<file path="src/rtl/fp_result_collector.sv">
// ---------------------------------------------------------------------------
// fp_result_collector
//
// Collects single-cycle result pulses from the FP execution sub-units
// (sign-inject, compare/classify, convert, div/sqrt). Each unit has a
// one-entry holding slot. A round-robin arbiter picks one occupied slot per
// cycle and moves it into a registered valid/ready writeback stage.
//
// Ports:
//   i_clk          clock
//   i_rst_n        synchronous active-low reset
//   i_unit_valid   per-unit result-valid pulse
//   i_unit_result  packed results, unit i at [32*i +: 32]
//   i_unit_rd      packed destination tags, unit i at [RD_W*i +: RD_W]
//   i_unit_flags   packed fflags, unit i at [FLAGS_W*i +: FLAGS_W]
//   o_unit_full    slot i occupied (registered); dispatch holds unit i off
//   o_wb_valid     writeback entry valid
//   o_wb_result    writeback data
//   o_wb_rd        writeback destination tag
//   o_wb_flags     writeback fflags
//   o_wb_unit      index of the unit that produced the entry
//   i_wb_ready     writeback accepts the presented entry this cycle
//   o_overflow     sticky: a result arrived at a full, ungranted slot
// ---------------------------------------------------------------------------
module fp_result_collector #(
    parameter int NUM_UNITS = 4,
    parameter int RD_W      = 5,
    parameter int FLAGS_W   = 5,
    parameter int IDX_W     = $clog2(NUM_UNITS)
) (
    input  logic                         i_clk,
    input  logic                         i_rst_n,
    input  logic [NUM_UNITS-1:0]         i_unit_valid,
    input  logic [NUM_UNITS*32-1:0]      i_unit_result,
    input  logic [NUM_UNITS*RD_W-1:0]    i_unit_rd,
    input  logic [NUM_UNITS*FLAGS_W-1:0] i_unit_flags,
    output logic [NUM_UNITS-1:0]         o_unit_full,
    output logic                         o_wb_valid,
    output logic [31:0]                  o_wb_result,
    output logic [RD_W-1:0]              o_wb_rd,
    output logic [FLAGS_W-1:0]           o_wb_flags,
    output logic [IDX_W-1:0]             o_wb_unit,
    input  logic                         i_wb_ready,
    output logic                         o_overflow
);

    // Holding slots
    logic [NUM_UNITS-1:0] slot_valid_q, slot_valid_d;
    logic [31:0]          slot_result_q [NUM_UNITS];
    logic [31:0]          slot_result_d [NUM_UNITS];
    logic [RD_W-1:0]      slot_rd_q     [NUM_UNITS];
    logic [RD_W-1:0]      slot_rd_d     [NUM_UNITS];
    logic [FLAGS_W-1:0]   slot_flags_q  [NUM_UNITS];
    logic [FLAGS_W-1:0]   slot_flags_d  [NUM_UNITS];

    // Output stage
    logic                 wb_valid_q,  wb_valid_d;
    logic [31:0]          wb_result_q, wb_result_d;
    logic [RD_W-1:0]      wb_rd_q,     wb_rd_d;
    logic [FLAGS_W-1:0]   wb_flags_q,  wb_flags_d;
    logic [IDX_W-1:0]     wb_unit_q,   wb_unit_d;

    // Arbitration and status
    logic [IDX_W-1:0]     ptr_q, ptr_d;
    logic                 overflow_q, overflow_d;

    logic                 can_load;
    logic                 grant_any;
    logic [IDX_W-1:0]     grant_idx;
    logic [NUM_UNITS-1:0] grant_vec;

    // Round-robin search starting at ptr_q; the modulo handles
    // non-power-of-two unit counts.
    always_comb begin
        int               cand;
        logic [IDX_W-1:0] cand_idx;
        cand      = 0;
        cand_idx  = '0;
        can_load  = !wb_valid_q || i_wb_ready;
        grant_any = 1'b0;
        grant_idx = '0;
        grant_vec = '0;
        if (can_load) begin
            for (int k = 0; k < NUM_UNITS; k++) begin
                cand     = (int'(ptr_q) + k) % NUM_UNITS;
                cand_idx = IDX_W'(cand);
                if (!grant_any && slot_valid_q[cand_idx]) begin
                    grant_any = 1'b1;
                    grant_idx = cand_idx;
                end
            end
        end
        if (grant_any) begin
            grant_vec[grant_idx] = 1'b1;
        end
    end

    // Slot capture / release. A slot being granted this edge is free to take
    // a new pulse, so grant-and-capture on the same slot is not an overflow.
    always_comb begin
        slot_valid_d  = slot_valid_q;
        slot_result_d = slot_result_q;
        slot_rd_d     = slot_rd_q;
        slot_flags_d  = slot_flags_q;
        overflow_d    = overflow_q;
        for (int i = 0; i < NUM_UNITS; i++) begin
            if (i_unit_valid[i] && (!slot_valid_q[i] || grant_vec[i])) begin
                slot_valid_d[i]  = 1'b1;
                slot_result_d[i] = i_unit_result[32*i +: 32];
                slot_rd_d[i]     = i_unit_rd[RD_W*i +: RD_W];
                slot_flags_d[i]  = i_unit_flags[FLAGS_W*i +: FLAGS_W];
            end else if (grant_vec[i]) begin
                slot_valid_d[i] = 1'b0;
            end
            if (i_unit_valid[i] && slot_valid_q[i] && !grant_vec[i]) begin
                overflow_d = 1'b1;
            end
        end
    end

    // Output register and pointer update. Data holds when the stage drains
    // without a new grant; only valid drops.
    always_comb begin
        wb_valid_d  = wb_valid_q;
        wb_result_d = wb_result_q;
        wb_rd_d     = wb_rd_q;
        wb_flags_d  = wb_flags_q;
        wb_unit_d   = wb_unit_q;
        ptr_d       = ptr_q;
        if (can_load) begin
            wb_valid_d = grant_any;
            if (grant_any) begin
                wb_result_d = slot_result_q[grant_idx];
                wb_rd_d     = slot_rd_q[grant_idx];
                wb_flags_d  = slot_flags_q[grant_idx];
                wb_unit_d   = grant_idx;
            end
        end
        if (grant_any) begin
            ptr_d = (int'(grant_idx) == NUM_UNITS - 1) ? '0 : grant_idx + IDX_W'(1);
        end
    end

    // Control and output-stage state
    always_ff @(posedge i_clk) begin
        if (!i_rst_n) begin
            slot_valid_q <= '0;
            wb_valid_q   <= 1'b0;
            wb_result_q  <= '0;
            wb_rd_q      <= '0;
            wb_flags_q   <= '0;
            wb_unit_q    <= '0;
            ptr_q        <= '0;
            overflow_q   <= 1'b0;
        end else begin
            slot_valid_q <= slot_valid_d;
            wb_valid_q   <= wb_valid_d;
            wb_result_q  <= wb_result_d;
            wb_rd_q      <= wb_rd_d;
            wb_flags_q   <= wb_flags_d;
            wb_unit_q    <= wb_unit_d;
            ptr_q        <= ptr_d;
            overflow_q   <= overflow_d;
        end
    end

    // Slot payload is qualified by slot_valid_q and needs no reset
    always_ff @(posedge i_clk) begin
        slot_result_q <= slot_result_d;
        slot_rd_q     <= slot_rd_d;
        slot_flags_q  <= slot_flags_d;
    end

    assign o_unit_full = slot_valid_q;
    assign o_wb_valid  = wb_valid_q;
    assign o_wb_result = wb_result_q;
    assign o_wb_rd     = wb_rd_q;
    assign o_wb_flags  = wb_flags_q;
    assign o_wb_unit   = wb_unit_q;
    assign o_overflow  = overflow_q;

endmodule

</file>
<file path="config.mk">
export PLATFORM = sky130hd
export DESIGN_NAME = fp_result_collector
export DESIGN_NICKNAME = d
export VERILOG_FILES = /design/src/rtl/fp_result_collector.sv
export SDC_FILE = /design/constraint.sdc
export NUM_CORES = 1
export LEC_CHECK = 0
export CAP_MARGIN = 15
export CELL_PAD_IN_SITES_DETAIL_PLACEMENT = 0
export CELL_PAD_IN_SITES_GLOBAL_PLACEMENT = 1
export CORE_MARGIN = 3
export CORE_UTILIZATION = 36
export DETAILED_ROUTE_END_ITERATION = 10
export MAX_ROUTING_LAYER = met4
export PLACE_DENSITY_LB_ADDON = 0.1
export SLEW_MARGIN = 15
export SYNTH_ARGS = -nofsm -noshare
export SYNTH_HDL_FRONTEND = slang
export SYNTH_SLANG_ARGS = --single-unit
</file>
<file path="constraint.sdc">
create_clock -name i_clk -period 5.2 [get_ports i_clk]
set_input_delay 0.78 -clock i_clk [delete_from_list [all_inputs] [get_ports i_clk]]
set_output_delay 0.78 -clock i_clk [all_outputs]
set_load 0.005 [all_outputs]
</file>
[Word level (Yosys, flattened, before mapping)]
Index checks and enable logic that the tools add are counted.
Operators by class
  add/subtract/negate cells: 4
  order comparisons: 7
  equal/unequal tests: 1
  muxes and demuxes: 46
  bitwise operators: 1
  reductions and logical operators: 39
Operator list (number)
  $bmux W32 S2: 1
  $mux W32: 2
  $mux W1: 25
  $bmux W5 S2: 2
  $mux W5: 4
  $logic_and A1 B1 Y1: 16
  $lt A2 B3 Y1 const B: 5
  $logic_not A1 Y1: 12
  $mux W2: 6
  $bmux W1 S2: 4
  $reduce_bool A2 Y1: 4
  $logic_or A1 B1 Y1: 5
  $add A2 B1 Y2 const B: 2
  $add A2 B2 Y2 const B: 2
  $mux W4: 1
  $reduce_bool A4 Y1: 1
  $ge A3 B3 Y1 const B: 1
  $not A2 Y3: 1
  $demux W1 S2: 1
  $eq A2 B1 Y1 const B: 1
  $ge A2 B1 Y1 const B: 1
  $reduce_and A2 Y1: 1
Word-level totals
  flip-flop bits (word level): 220
  logic and storage cells: 121

[Longest topological paths before layout]
Gate-level depths: netlist (run 1).
  depth in word-level cells: 27
  mapped depth: 11

[Worst setup path before layout (run 1)]
OpenSTA, ideal clock, no wires.
  path kind: in2reg
  start: in i_wb_ready
  end: reg slot_flags_q[15] in the netlist's numbering (enable)
  setup time: 0.506 ns
  arrival: 4.725 ns
  required time: 4.694 ns
  setup slack: -0.031 ns
  stages: 8
  path buffers: 2
  path through: nand2b_1 and3_1 buf_2 buf_6 inv_1 ha_1 nand2_1 a21boi_0
Between the ends
  longest elaborated chain between the ends: 9
  elaborated cells between the ends (all ways): 11
RTL lines
  from (decl): RTL line 43  | input logic i_wb_ready,
  $logic_or A1 B1 Y1 *: RTL line 79  | can_load = !wb_valid_q || i_wb_ready;
  $mux W2: RTL line 83  | if (can_load) begin
  $lt A2 B3 Y1 (not written as such) / $ge A2 B1 Y1 (equally long branches): RTL line 94  | grant_vec[grant_idx] = 1'b1;
  $logic_and A1 B1 Y1 (not written as such): RTL line 94
  $mux W1 (not written as such): RTL line 94
  $demux W1 S2: RTL line 94
  $mux W4 *: RTL line 93  | if (grant_any) begin
  $logic_or A1 B1 Y1 *: RTL line 107  | if (i_unit_valid[i] && (!slot_valid_q[i] || grant_vec[i])) begin
  $logic_and A1 B1 Y1 *: RTL line 107
  to (signal assigned): RTL line 171  | slot_flags_q <= slot_flags_d;
  to (decl): RTL line 53  | logic [FLAGS_W-1:0] slot_flags_q [NUM_UNITS];
Mark *: on every way between the ends. The rest lies on a longest branch, timed or not.
A chain may end at the register's enable or synchronous reset.

[Worst setup path after layout (run 1)]
  start: in i_wb_ready
  end: reg slot_result_q[1] in the netlist's numbering (enable)
Between the ends
  longest elaborated chain between the ends: 9
  elaborated cells between the ends (all ways): 11
RTL lines
  $logic_or A1 B1 Y1 *: RTL line 79
  $mux W2: RTL line 83
  $lt A2 B3 Y1 (not written as such) / $ge A2 B1 Y1 (equally long branches): RTL line 94
  $logic_and A1 B1 Y1 (not written as such): RTL line 94
  $mux W1 (not written as such): RTL line 94
  $demux W1 S2: RTL line 94
  $mux W4 *: RTL line 93
  $logic_or A1 B1 Y1 *: RTL line 107
  $logic_and A1 B1 Y1 *: RTL line 107
  to (signal assigned): RTL line 169  | slot_result_q <= slot_result_d;
  to (decl): RTL line 49  | logic [31:0] slot_result_q [NUM_UNITS];
Marks and branches as above.

==> load_flow_metrics.sql, run 1 <==
INSERT INTO impl_metrics (metric_group, metric, value, unit) VALUES
('status', 'status', 'finished clean', ''),
('setup_path', 'cell_with_the_biggest_individual_delay_on_the_critical_path', 'sky130_fd_sc_hd__and2_2', ''),
('power_and_ir_drop', 'power.leakage', '3.99', 'nW'),
('clocking', 'source_to_sink_clock_delay_at_the_later_pin_of_the_worst_skew_pair', '0.51', 'ns'),
('routing', 'detail_route.wl_per_cell', '20.9', 'um'),
('global_route', 'initial_antenna_violation_count', '0', ''),
('sta', 'finalHoldViolations', '0', ''),
('synthesis', 'synth_warnings', '0', ''),
('sta', 'setup_tns', '0', 'ns'),
('routing', 'initialDrtViolationCount', '285', ''),
('setup_path', 'critical_path_data_arrival_time', '3.51', 'ns'),
('sta', 'max-slew-margin-rel', '29.0', '%'),
('setup_path', 'start_of_the_worst_register_to_register_path', 'o_unit_full[2]', ''),
('sta', 'finalSetupViolCount', '0', ''),
('flow_run', 'max_cap_viol_count', '0', ''),
('cells_and_area', 'post-route-util', '52.2', '%'),
('worst_hold_path', 'min-delay-start', 'o_wb_result[11]', ''),
('setup_path', 'worst-path-max-fanout', '29', ''),
('power_and_ir_drop', 'vdd_ir_drop_max', '221', 'uV'),
('global_route', 'grtUsageTotal', '16.9', '%'),
('setup_path', 'r2r_cells', '7', ''),
('floorplanning', 'num_io_pins', '225', ''),
('routing', 'route.final.wire_length', '21.1', 'mm'),
('power_and_ir_drop', 'netSwitchingFraction', '23.5', '%'),
('synthesis', 'netlist-cell-type-count', '37', ''),
('setup_path', 'crit-reg2reg-capture', 'slot_result_q[1]', ''),
('sta', 'worst_pin_slew', '1.07', 'ns'),
('power_and_ir_drop', 'sequentialPowerShare', '47.3', '%'),
('global_route', 'grt_overflow_total', '0', ''),
('sta', 'fin_crit_sh', '63.9', '%'),
('synthesis', 'asyncSetResetFlopFracSynth', '0', '%'),
('synthesis', 'netlist_area', '0.00826', 'mm^2'),
('clocking', 'cts_sinks', '220', ''),
('power_and_ir_drop', 'power_density', '398', 'mW/mm^2'),
('clocking', 'cts_buffer_depth', '3', ''),
('routing', 'drt_pre_antenna_iters', '4', ''),
('synthesis', 'syn_nets', '652', ''),
('place', 'dp_hpwl', '14.1', 'mm'),
('floorplanning', 'design.die.area', '0.0248', 'mm^2'),
('routing', 'ant_nets', '0', ''),
('sta', 'rsz0062_at_grt', 'no', ''),
('clocking', 'hold_bufs_inserted_after_cts', '0', ''),
('cells_and_area', 'final_nets', '884', ''),
('setup_path', 'worstSetupEndpointType', 'flip-flop', ''),
('power_and_ir_drop', 'netSwitchingPower', '1.08', 'mW'),
('floorplanning', 'core_area', '0.0222', 'mm^2'),
('setup_path', 'setup.worst_path.end', 'slot_result_q[1]', ''),
('setup_path', 'cp_slowest_stage_delay', '0.71', 'ns'),
('clocking', 'post_cts_resized', '0', ''),
('place', 'gp_routability_congestion', '0.808', ''),
('synthesis', 'ys_ff_latch', '220', ''),
('power_and_ir_drop', 'p_int', '3.52', 'mW'),
('setup_path', 'worstSetupPathDepth', '7', ''),
('floorplanning', 'row_count', '54', ''),
('routing', 'num_vias', '4974', ''),
('global_route', 'grt_pass1_wl', '30.7', 'mm'),
('floorplanning', 'starting_density_of_the_core', '37.3', '%'),
('synthesis', 'synth-edff-count', '168', ''),
('setup_path', 'critical_path_required', '5.38', 'ns'),
('setup_path', 'worst-r2r-setup-slack', '1.91', 'ns'),
('sta', 'finalMaxSlewViolations', '0', ''),
('power_and_ir_drop', 'power.combinational.fraction', '16.6', '%'),
('synthesis', 'synth.yosys.seq_area_share', '73.7', '%'),
('setup_path', 'start_kind', 'input pin', ''),
('clocking', 'tritoncts.num_buffers', '24', ''),
('clocking', 'htree_levels', '1', ''),
('sta', 'clock-skew-final', '0.0117', 'ns'),
('clocking', 'clk_pin_slew_worst_paths', '0.05', 'ns'),
('place', 'numPortBuffers', '224', ''),
('setup_path', 'worstPathBufferInverterCount', '3', ''),
('clocking', 'postCtsSetupBuffers', '0', '');
==> cells by family after synthesis <==
| group | after synthesis | synth area share [%] |
|---|---|---|
| mux | 85 | 10.3 |
| fa+ha+maj | 1 | 0.152 |
| compound gates | 69 | 9.67 |
| simple gates | 71 | 3.88 |
| flops | 220 | 73.7 |
| buf+inv | 30 | 2.27 |
==> cell usage after synthesis, types with 3 or more instances <==
cell type,count
sky130_fd_sc_hd__and2_1,3
sky130_fd_sc_hd__nor2b_1,6
sky130_fd_sc_hd__a21oi_1,7
sky130_fd_sc_hd__mux2i_1,85
sky130_fd_sc_hd__o21ai_0,5
sky130_fd_sc_hd__buf_2,12
sky130_fd_sc_hd__dfxtp_1,52
sky130_fd_sc_hd__nor2_1,7
sky130_fd_sc_hd__inv_1,4
sky130_fd_sc_hd__edfxtp_1,168
sky130_fd_sc_hd__buf_6,6
sky130_fd_sc_hd__o221ai_2,40
sky130_fd_sc_hd__clkbuf_1,3
sky130_fd_sc_hd__o221ai_1,3
sky130_fd_sc_hd__nand2_1,46
sky130_fd_sc_hd__buf_4,4
==> power by group through the flow <==
stage / Sequential, mW / Clock (mW) / Combinational (mW)
3_3_place_gp: 2.21 / 0 / 0.766
4_1_cts: 2.18 / 1.72 / 0.783
3_5_place_dp: 2.21 / 0 / 0.781
2_1_floorplan: 2.19 / 0 / 0.390
6_report: 2.18 / 1.66 / 0.765
5_1_grt: 2.19 / 1.78 / 0.824
==> worst min path at each step <==
| stage | to | slack, ns | cells past startpoint |
|---|---|---|---|
| floorplan | o_wb_flags[4] | 0.46 | 2 |
| global placement | o_wb_result[28] | 0.45 | 2 |
| detailed placement | o_wb_result[16] | 0.45 | 2 |
| CTS | o_wb_result[11] | 0.47 | 2 |
| global route | o_wb_result[13] | 0.49 | 2 |
| finish | o_wb_result[11] | 0.47 | 2 |
==> through the flow <==
step / power, mW / worst slack, ns / hold WS [ns] / instance area, um^2
floorplan: 2.58 / 1.08 / 0.457 / 8260
global placement: 2.97 / 1.36 / 0.447 / 10800
global route: 4.80 / 1.58 / 0.488 / 11600
finish: 4.60 / 1.88 / 0.468 / 11600
detailed placement: 2.99 / 1.29 / 0.450 / 10800
CTS: 4.68 / 1.81 / 0.468 / 11600
==> worst min-delay path, stage by stage, from the launching register on <==
cell and delay (ns):
sky130_fd_sc_hd__dfxtp_1 0.32, sky130_fd_sc_hd__nand2_1 0.06, sky130_fd_sc_hd__o221ai_2 0.05
==> metal layers <==
metal | up-vias | routed length [um] | track usage [%]
li1 | 2328 | - | -
met3 | 33 | 1240 | 3.49
met4 | 0 | 573 | 4.83
met2 | 185 | 10300 | 27.6
met1 | 2428 | 9020 | 21.4
met5 | - | 0 | -
==> layout make-up <==
cell class	instances	area, um^2
diodes	1	2.50
fillers	1833	10600
flip-flops and latches	220	6090
repair buffers	231	2310
inverters	5	18.8
well taps	280	350
clock buffers	38	704
multi-input cells	226	2030
clock inverters	6	78.8
==> registers in the layout (all words and copies together), names as in the netlist <==
signal,count
o_overflow,1
o_unit_full,4
o_wb_flags,5
o_wb_rd,5
o_wb_result,32
o_wb_unit,2
o_wb_valid,1
ptr_q,2
slot_flags_q,20
slot_rd_q,20
slot_result_q,128
==> cells in the final DEF, fill, tap and decap left out, types with 4 or more instances in the layout <==
| cell | n |
|---|---|
| sky130_fd_sc_hd__o21ai_0 | 5 |
| sky130_fd_sc_hd__a21oi_1 | 7 |
| sky130_fd_sc_hd__o221ai_2 | 40 |
| sky130_fd_sc_hd__nor2b_1 | 5 |
| sky130_fd_sc_hd__inv_1 | 4 |
| sky130_fd_sc_hd__edfxtp_1 | 168 |
| sky130_fd_sc_hd__clkbuf_16 | 25 |
| sky130_fd_sc_hd__dfxtp_1 | 52 |
| sky130_fd_sc_hd__nor2_1 | 6 |
| sky130_fd_sc_hd__clkdlybuf4s50_1 | 224 |
| sky130_fd_sc_hd__mux2i_1 | 85 |
| sky130_fd_sc_hd__nand2_1 | 46 |
| sky130_fd_sc_hd__clkbuf_1 | 10 |
| sky130_fd_sc_hd__buf_4 | 6 |
(Power assumes the default switching activity.)
==> run 2, diff against run 1 <==
- clock period: 5.2 -> 2.97 ns (I/O delays scaled with it)
==> run 2 against run 1 <==
Total power increased by 75%. Routed wire length decreased by 0.52%. Die area unchanged. Sequential cell count unchanged. Worst hold slack improved by 0.0052 ns. Clock power increased by 73%. First-iteration DRC count increased by 8.1%. Clock skew increased by 0.0054 ns. Final area increased by 1.1%. Final cell count increased by 1.4%. Count of clock-buffer cells in the layout decreased by 6. Sequential power increased by 74%. Largest cell class unchanged. Largest power group unchanged.
==> load_flow_metrics.sql, run 2 (synthesis gave the netlist of run 1 again) <==
INSERT INTO impl_metrics (metric_group, metric, value, unit) VALUES
('status', 'status', 'finished clean', ''),
('setup_path', 'worst-path-max-fanout', '26', ''),
('clocking', 'hold_bufs_inserted_after_cts', '0', ''),
('routing', 'drt-vias-per-instance', '4.88', ''),
('global_route', 'grt_pass1_wl', '30.8', 'mm'),
('sta', 'period_minus_slack', '2.60', 'ns'),
('sta', 'rsz0062_at_grt', 'no', ''),
('global_route', 'initial_antenna_violation_count', '2', ''),
('setup_path', 'crit-reg2reg-capture', 'slot_result_q[99]', ''),
('floorplanning', 'num_io_pins', '225', ''),
('routing', 'detail_route.wl_per_cell', '20.6', 'um'),
('setup_path', 'start_kind', 'flip-flop', ''),
('sta', 'finalHoldViolations', '0', ''),
('sta', 'max-slew-margin-rel', '24.2', '%'),
('sta', 'setup_tns', '0', 'ns'),
('cells_and_area', 'drive_above_1_share', '14.0', '%'),
('setup_path', 'cp_slowest_stage_delay', '0.60', 'ns'),
('setup_path', 'r2r_cells', '7', ''),
('floorplanning', 'dieWidth', '157', 'um'),
('sta', 'finalMaxSlewViolations', '0', ''),
('setup_path', 'crit_path_start', 'o_unit_full[0]', ''),
('power_and_ir_drop', 'power.leakage', '4.07', 'nW'),
('floorplanning', 'design.die.area', '0.0248', 'mm^2'),
('sta', 'worst_pin_slew', '1.13', 'ns'),
('routing', 'drt_pre_antenna_iters', '4', ''),
('worst_hold_path', 'hold_path_class', 'reg2reg', ''),
('cells_and_area', 'final_common_cell', 'sky130_fd_sc_hd__clkdlybuf4s50_1', ''),
('routing', 'detail_route.drc_violations', '0', ''),
('place', 'numPortBuffers', '224', ''),
('floorplanning', 'core_area', '0.0222', 'mm^2'),
('power_and_ir_drop', 'power_density', '690', 'mW/mm^2'),
('floorplanning', 'die_h', '157', 'um'),
('power_and_ir_drop', 'p_total', '8.07', 'mW'),
('sta', 'maxClockFrequency', '385', 'MHz'),
('routing', 'num_vias', '4978', ''),
('clocking', 'tritoncts.num_buffers', '24', ''),
('floorplanning', 'starting_density_of_the_core', '37.3', '%'),
('cells_and_area', 'syn2layout_area_growth', '41.8', '%'),
('routing', 'initialDrtViolationCount', '308', ''),
('cells_and_area', 'final_nets', '896', ''),
('setup_path', 'setup.worst_path.end', 'slot_result_q[99]', ''),
('setup_path', 'cp_class', 'reg2reg', ''),
('sta', 'finalSetupViolCount', '0', ''),
('clocking', 'root_buffer', 'sky130_fd_sc_hd__clkbuf_16', ''),
('routing', 'route.final.wire_length', '21.0', 'mm'),
('place', 'dp_hpwl', '14.1', 'mm'),
('clocking', 'source_to_sink_clock_delay_at_the_later_pin_of_the_worst_skew_pair', '0.51', 'ns'),
('setup_path', 'cell_with_the_biggest_individual_delay_on_the_critical_path', 'sky130_fd_sc_hd__dfxtp_1', ''),
('cells_and_area', 'layout.cells.most_common_list', 'sky130_fd_sc_hd__clkdlybuf4s50_1 (224), sky130_fd_sc_hd__edfxtp_1 (168), sky130_fd_sc_hd__mux2i_1 (85)', ''),
('cells_and_area', 'number_of_flip_flops_under_the_largest_register_name', '128', ''),
('clocking', 'post_cts_resized', '0', ''),
('global_route', 'grt_pass1_vias', '5346', ''),
('flow_run', 'max_cap_viol_count', '0', ''),
('floorplanning', 'row_count', '54', ''),
('place', 'gp_routability_congestion', '0.771', ''),
('global_route', 'grtUsageTotal', '16.8', '%'),
('clocking', 'htree_levels', '1', ''),
('clocking', 'postCtsSetupBuffers', '0', ''),
('clocking', 'clk_pin_slew_worst_paths', '0.06', 'ns'),
('cells_and_area', 'most_flop_heavy_register', 'slot_result_q', ''),
('routing', 'ant_nets', '0', ''),
('setup_path', 'cp_cell_sequence', 'nor2b_1, nor3_2, o21ai_2, ha_1, nand2_1, a21boi_4, buf_4', ''),
('setup_path', 'worstSetupEndpointType', 'flip-flop', ''),
('setup_path', 'worst-r2r-setup-slack', '0.37', 'ns'),
('sta', 'fin_crit_sh', '87.4', '%'),
('power_and_ir_drop', 'vdd_ir_drop_max', '417', 'uV'),
('sta', 'clock-skew-final', '0.0171', 'ns'),
('clocking', 'cts_buffer_depth', '3', ''),
('place', 'post_dp_cell_area', '0.0109', 'mm^2'),
('global_route', 'grt_overflow_total', '0', ''),
('worst_hold_path', 'min-delay-start', 'o_wb_flags[4]', ''),
('global_route', 'grt_start_max_net_pins', '53', ''),
('cells_and_area', 'layout.cell_area.non_filler', '0.0117', 'mm^2'),
('setup_path', 'start_of_the_worst_register_to_register_path', 'o_unit_full[0]', ''),
('clocking', 'cts_sinks', '220', ''),
('setup_path', 'critical_path_required', '3.13', 'ns'),
('setup_path', 'critical_path_data_arrival_time', '2.76', 'ns'),
('clocking', 'clock_tree_from_tritoncts', 'done', '');
## run 2: worst max-delay path, delay by kind of cell (launching register included)
family,cells,cell delay [ns]
buf+inv,1,0.39
simple gates,3,0.47
compound gates,2,0.55
flops,1,0.60
fa+ha+maj,1,0.22
## run 2: worst min path at each step
stage | cells past startpoint | endpoint | slack (ns)
6_report | 2 | o_wb_flags[4] | 0.47
3_3_place_gp | 2 | o_wb_flags[0] | 0.45
2_1_floorplan | 2 | o_wb_flags[4] | 0.46
3_5_place_dp | 2 | o_wb_flags[0] | 0.45
5_1_grt | 1 | slot_flags_q[12] | 0.46
4_1_cts | 1 | slot_result_q[120] | 0.47
## run 2: layer usage
layer / global-route usage, % / part of all wire, % / routed length (um)
met2: 28.2 / 49 / 10400
met1: 20.7 / 42 / 8730
met5: - / 0 / 0
met4: 3.31 / 1.4 / 286
met3: 4.37 / 7.5 / 1580
## run 2: stage by stage
step	worst slack [ns]	utilization (%)	hold slack, ns	instances
detailed placement	0.179	49.3	0.455	974
CTS	0.341	52.8	0.466	1018
finish	0.373	52.8	0.473	1021
floorplan	0.0960	-	0.457	476
global route	0.211	52.8	0.459	1020
global placement	0.245	49.3	0.450	974
## run 2: area by class of cell
class | instances | area, um^2
antenna | 3 | 7.51
clock buffer | 32 | 662
clock inverter | 12 | 106
fill | 1852 | 10500
inverter | 5 | 18.8
multi-input combinational | 226 | 2030
sequential | 220 | 6090
tap | 280 | 350
timing repair buffer | 243 | 2450
## run 2: where the power goes
group          switching [mW]  leakage [nW]  total (mW)  internal (mW)
Sequential              0.146          2.04        3.80           3.66
Combinational           0.633          1.65        1.39          0.752
Clock                    1.15         0.376        2.88           1.73
==> run 3, diff against run 2 <==
- PLACE_DENSITY: not set -> 0.76
- PLACE_DENSITY_LB_ADDON: 0.1 -> not set
==> run 3 against run 2 <==
Via count is 1.5% higher. Non-clock buffer count shrank 3. Utilization grew 0.24 points. Combinational power is essentially flat. First-iteration DRC count is 33% lower. Sequential cell count did not move. Sequential share of layout area decreased by 0.24 points. Fmax is 8.0% higher. Critical endpoint is now slot_result_q[102]. Largest cell class unchanged. Largest power group unchanged.
==> load_flow_metrics.sql, run 3 (synthesis gave the netlist of run 1 again) <==
INSERT INTO impl_metrics (metric_group, metric, value, unit) VALUES
('status', 'status', 'finished clean', ''),
('clocking', 'clk_pin_slew_worst_paths', '0.06', 'ns'),
('global_route', 'grtUsageTotal', '16.6', '%'),
('setup_path', 'worst-r2r-setup-slack', '0.57', 'ns'),
('global_route', 'grt_pass1_wl', '30.9', 'mm'),
('place', 'post_dp_cell_area', '0.0109', 'mm^2'),
('cells_and_area', 'syn2layout_area_growth', '42.5', '%'),
('routing', 'drt_pre_antenna_iters', '4', ''),
('cells_and_area', 'layoutNonFillerInstCount', '1017', ''),
('routing', 'detail_route.wl_per_cell', '20.5', 'um'),
('routing', 'route.final.wire_length', '20.8', 'mm'),
('setup_path', 'r2r_cells', '8', ''),
('cells_and_area', 'number_of_flip_flops_under_the_largest_register_name', '128', ''),
('routing', 'num_vias', '5054', ''),
('sta', 'worst_pin_slew', '0.680', 'ns'),
('clocking', 'cts_buffer_depth', '3', ''),
('sta', 'whs', '0.461', 'ns'),
('clocking', 'root_buffer', 'sky130_fd_sc_hd__clkbuf_16', ''),
('floorplanning', 'num_io_pins', '225', ''),
('routing', 'detail_route.drc_violations', '0', ''),
('global_route', 'grt_overflow_total', '0', ''),
('clocking', 'postCtsSetupBuffers', '0', ''),
('sta', 'finalHoldViolations', '0', ''),
('clocking', 'htree_levels', '1', ''),
('power_and_ir_drop', 'power_density', '703', 'mW/mm^2'),
('cells_and_area', 'layout.cell_area.non_filler', '0.0118', 'mm^2'),
('place', 'numPortBuffers', '224', ''),
('sta', 'setup_tns', '0', 'ns'),
('setup_path', 'start_kind', 'flip-flop', ''),
('sta', 'clock-skew-final', '0.00950', 'ns'),
('cells_and_area', 'most_flop_heavy_register', 'slot_result_q', ''),
('sta', 'finalSetupViolCount', '0', ''),
('clocking', 'clock_tree_from_tritoncts', 'done', ''),
('routing', 'ant_nets', '0', ''),
('flow_run', 'max_cap_viol_count', '0', ''),
('global_route', 'grt_pass1_vias', '5592', ''),
('setup_path', 'critical_path_data_arrival_time', '2.60', 'ns'),
('setup_path', 'critical_path_required', '3.16', 'ns'),
('clocking', 'cts_sinks', '220', ''),
('routing', 'drt-vias-per-instance', '4.97', ''),
('cells_and_area', 'layout.cells.most_common_list', 'sky130_fd_sc_hd__clkdlybuf4s50_1 (224), sky130_fd_sc_hd__edfxtp_1 (168), sky130_fd_sc_hd__mux2i_1 (85)', ''),
('sta', 'fin_crit_sh', '81.0', '%'),
('clocking', 'source_to_sink_clock_delay_at_the_later_pin_of_the_worst_skew_pair', '0.50', 'ns'),
('sta', 'max-slew-margin-rel', '54.3', '%'),
('worst_hold_path', 'worstHoldPathCells', '2', ''),
('place', 'gp_routability_congestion', '0.850', ''),
('clocking', 'hold_bufs_inserted_after_cts', '0', ''),
('routing', 'initialDrtViolationCount', '207', ''),
('sta', 'rsz0062_at_grt', 'no', ''),
('clocking', 'tritoncts.num_buffers', '25', ''),
('setup_path', 'cp_class', 'reg2reg', ''),
('floorplanning', 'design.die.area', '0.0248', 'mm^2'),
('setup_path', 'worst-path-max-fanout', '13', ''),
('cells_and_area', 'drive_above_1_share', '14.7', '%'),
('floorplanning', 'die_h', '157', 'um'),
('global_route', 'grt_start_max_net_pins', '51', ''),
('sta', 'finalMaxSlewViolations', '0', ''),
('sta', 'maxClockFrequency', '416', 'MHz'),
('worst_hold_path', 'hold_path_class', 'reg2reg', ''),
('setup_path', 'worstSetupEndpointType', 'flip-flop', ''),
('floorplanning', 'core_area', '0.0222', 'mm^2'),
('sta', 'period_minus_slack', '2.40', 'ns'),
('cells_and_area', 'final_common_cell', 'sky130_fd_sc_hd__clkdlybuf4s50_1', ''),
('power_and_ir_drop', 'vdd_ir_drop_max', '499', 'uV'),
('place', 'dp_hpwl', '14.0', 'mm'),
('floorplanning', 'starting_density_of_the_core', '37.3', '%'),
('floorplanning', 'row_count', '54', ''),
('power_and_ir_drop', 'power.leakage', '4.09', 'nW'),
('floorplanning', 'dieWidth', '157', 'um'),
('cells_and_area', 'final_nets', '894', ''),
('clocking', 'post_cts_resized', '0', ''),
('place', 'dpl.cell_count', '971', ''),
('global_route', 'initial_antenna_violation_count', '0', '');
-- run 3: where the power goes --
| part | total (mW) | internal (mW) | switching, mW | leakage [nW] |
|---|---|---|---|---|
| combinational | 1.39 | 0.750 | 0.637 | 1.64 |
| sequential | 3.80 | 3.66 | 0.142 | 2.04 |
| clock | 3.08 | 1.89 | 1.19 | 0.412 |
-- run 3: final timing paths --
kind,startpoint,to
setup reg to reg,o_unit_full[1],slot_result_q[102]
hold reg to reg,o_wb_result[2],o_wb_result[2]
setup / recovery,o_unit_full[1],slot_result_q[102]
hold / removal,o_wb_result[2],o_wb_result[2]
-- run 3: stage by stage --
stage | util (%) | worst slack, ns | power [mW]
final | 53.1 | 0.565 | 8.27
after global routing | 53.1 | 0.392 | 8.58
after CTS | 53.1 | 0.595 | 8.38
after detailed placement | 49.3 | 0.394 | 5.27
after global placement | 49.3 | 0.496 | 5.22
after floorplan | - | 0.0960 | 4.52
-- run 3: final cells by class --
class | count | area (um^2)
clock inverters | 13 | 155
well taps | 280 | 350
flip-flops and latches | 220 | 6090
repair buffers | 240 | 2440
fillers | 1785 | 10400
multi-input cells | 226 | 2030
diodes | 1 | 2.50
inverters | 5 | 18.8
clock buffers | 32 | 682
-- run 3: layer usage --
metal / global-route usage [%] / up-vias / wire, um
met3: 3.71 / 44 / 1420
met1: 19.8 / 2448 / 8270
met2: 28.5 / 210 / 10500
li1: - / 2352 / -
met4: 4.71 / 0 / 603
met5: - / - / 0
-- run 3: critical path: stages, from the launching register on --
cell and delay [ns]:
sky130_fd_sc_hd__dfxtp_1 0.57, sky130_fd_sc_hd__nor2b_1 0.13, sky130_fd_sc_hd__a211o_1 0.32, sky130_fd_sc_hd__and3_4 0.22, sky130_fd_sc_hd__inv_1 0.10, sky130_fd_sc_hd__ha_1 0.15
sky130_fd_sc_hd__nand2_1 0.12, sky130_fd_sc_hd__a21boi_4 0.21, sky130_fd_sc_hd__buf_4 0.26
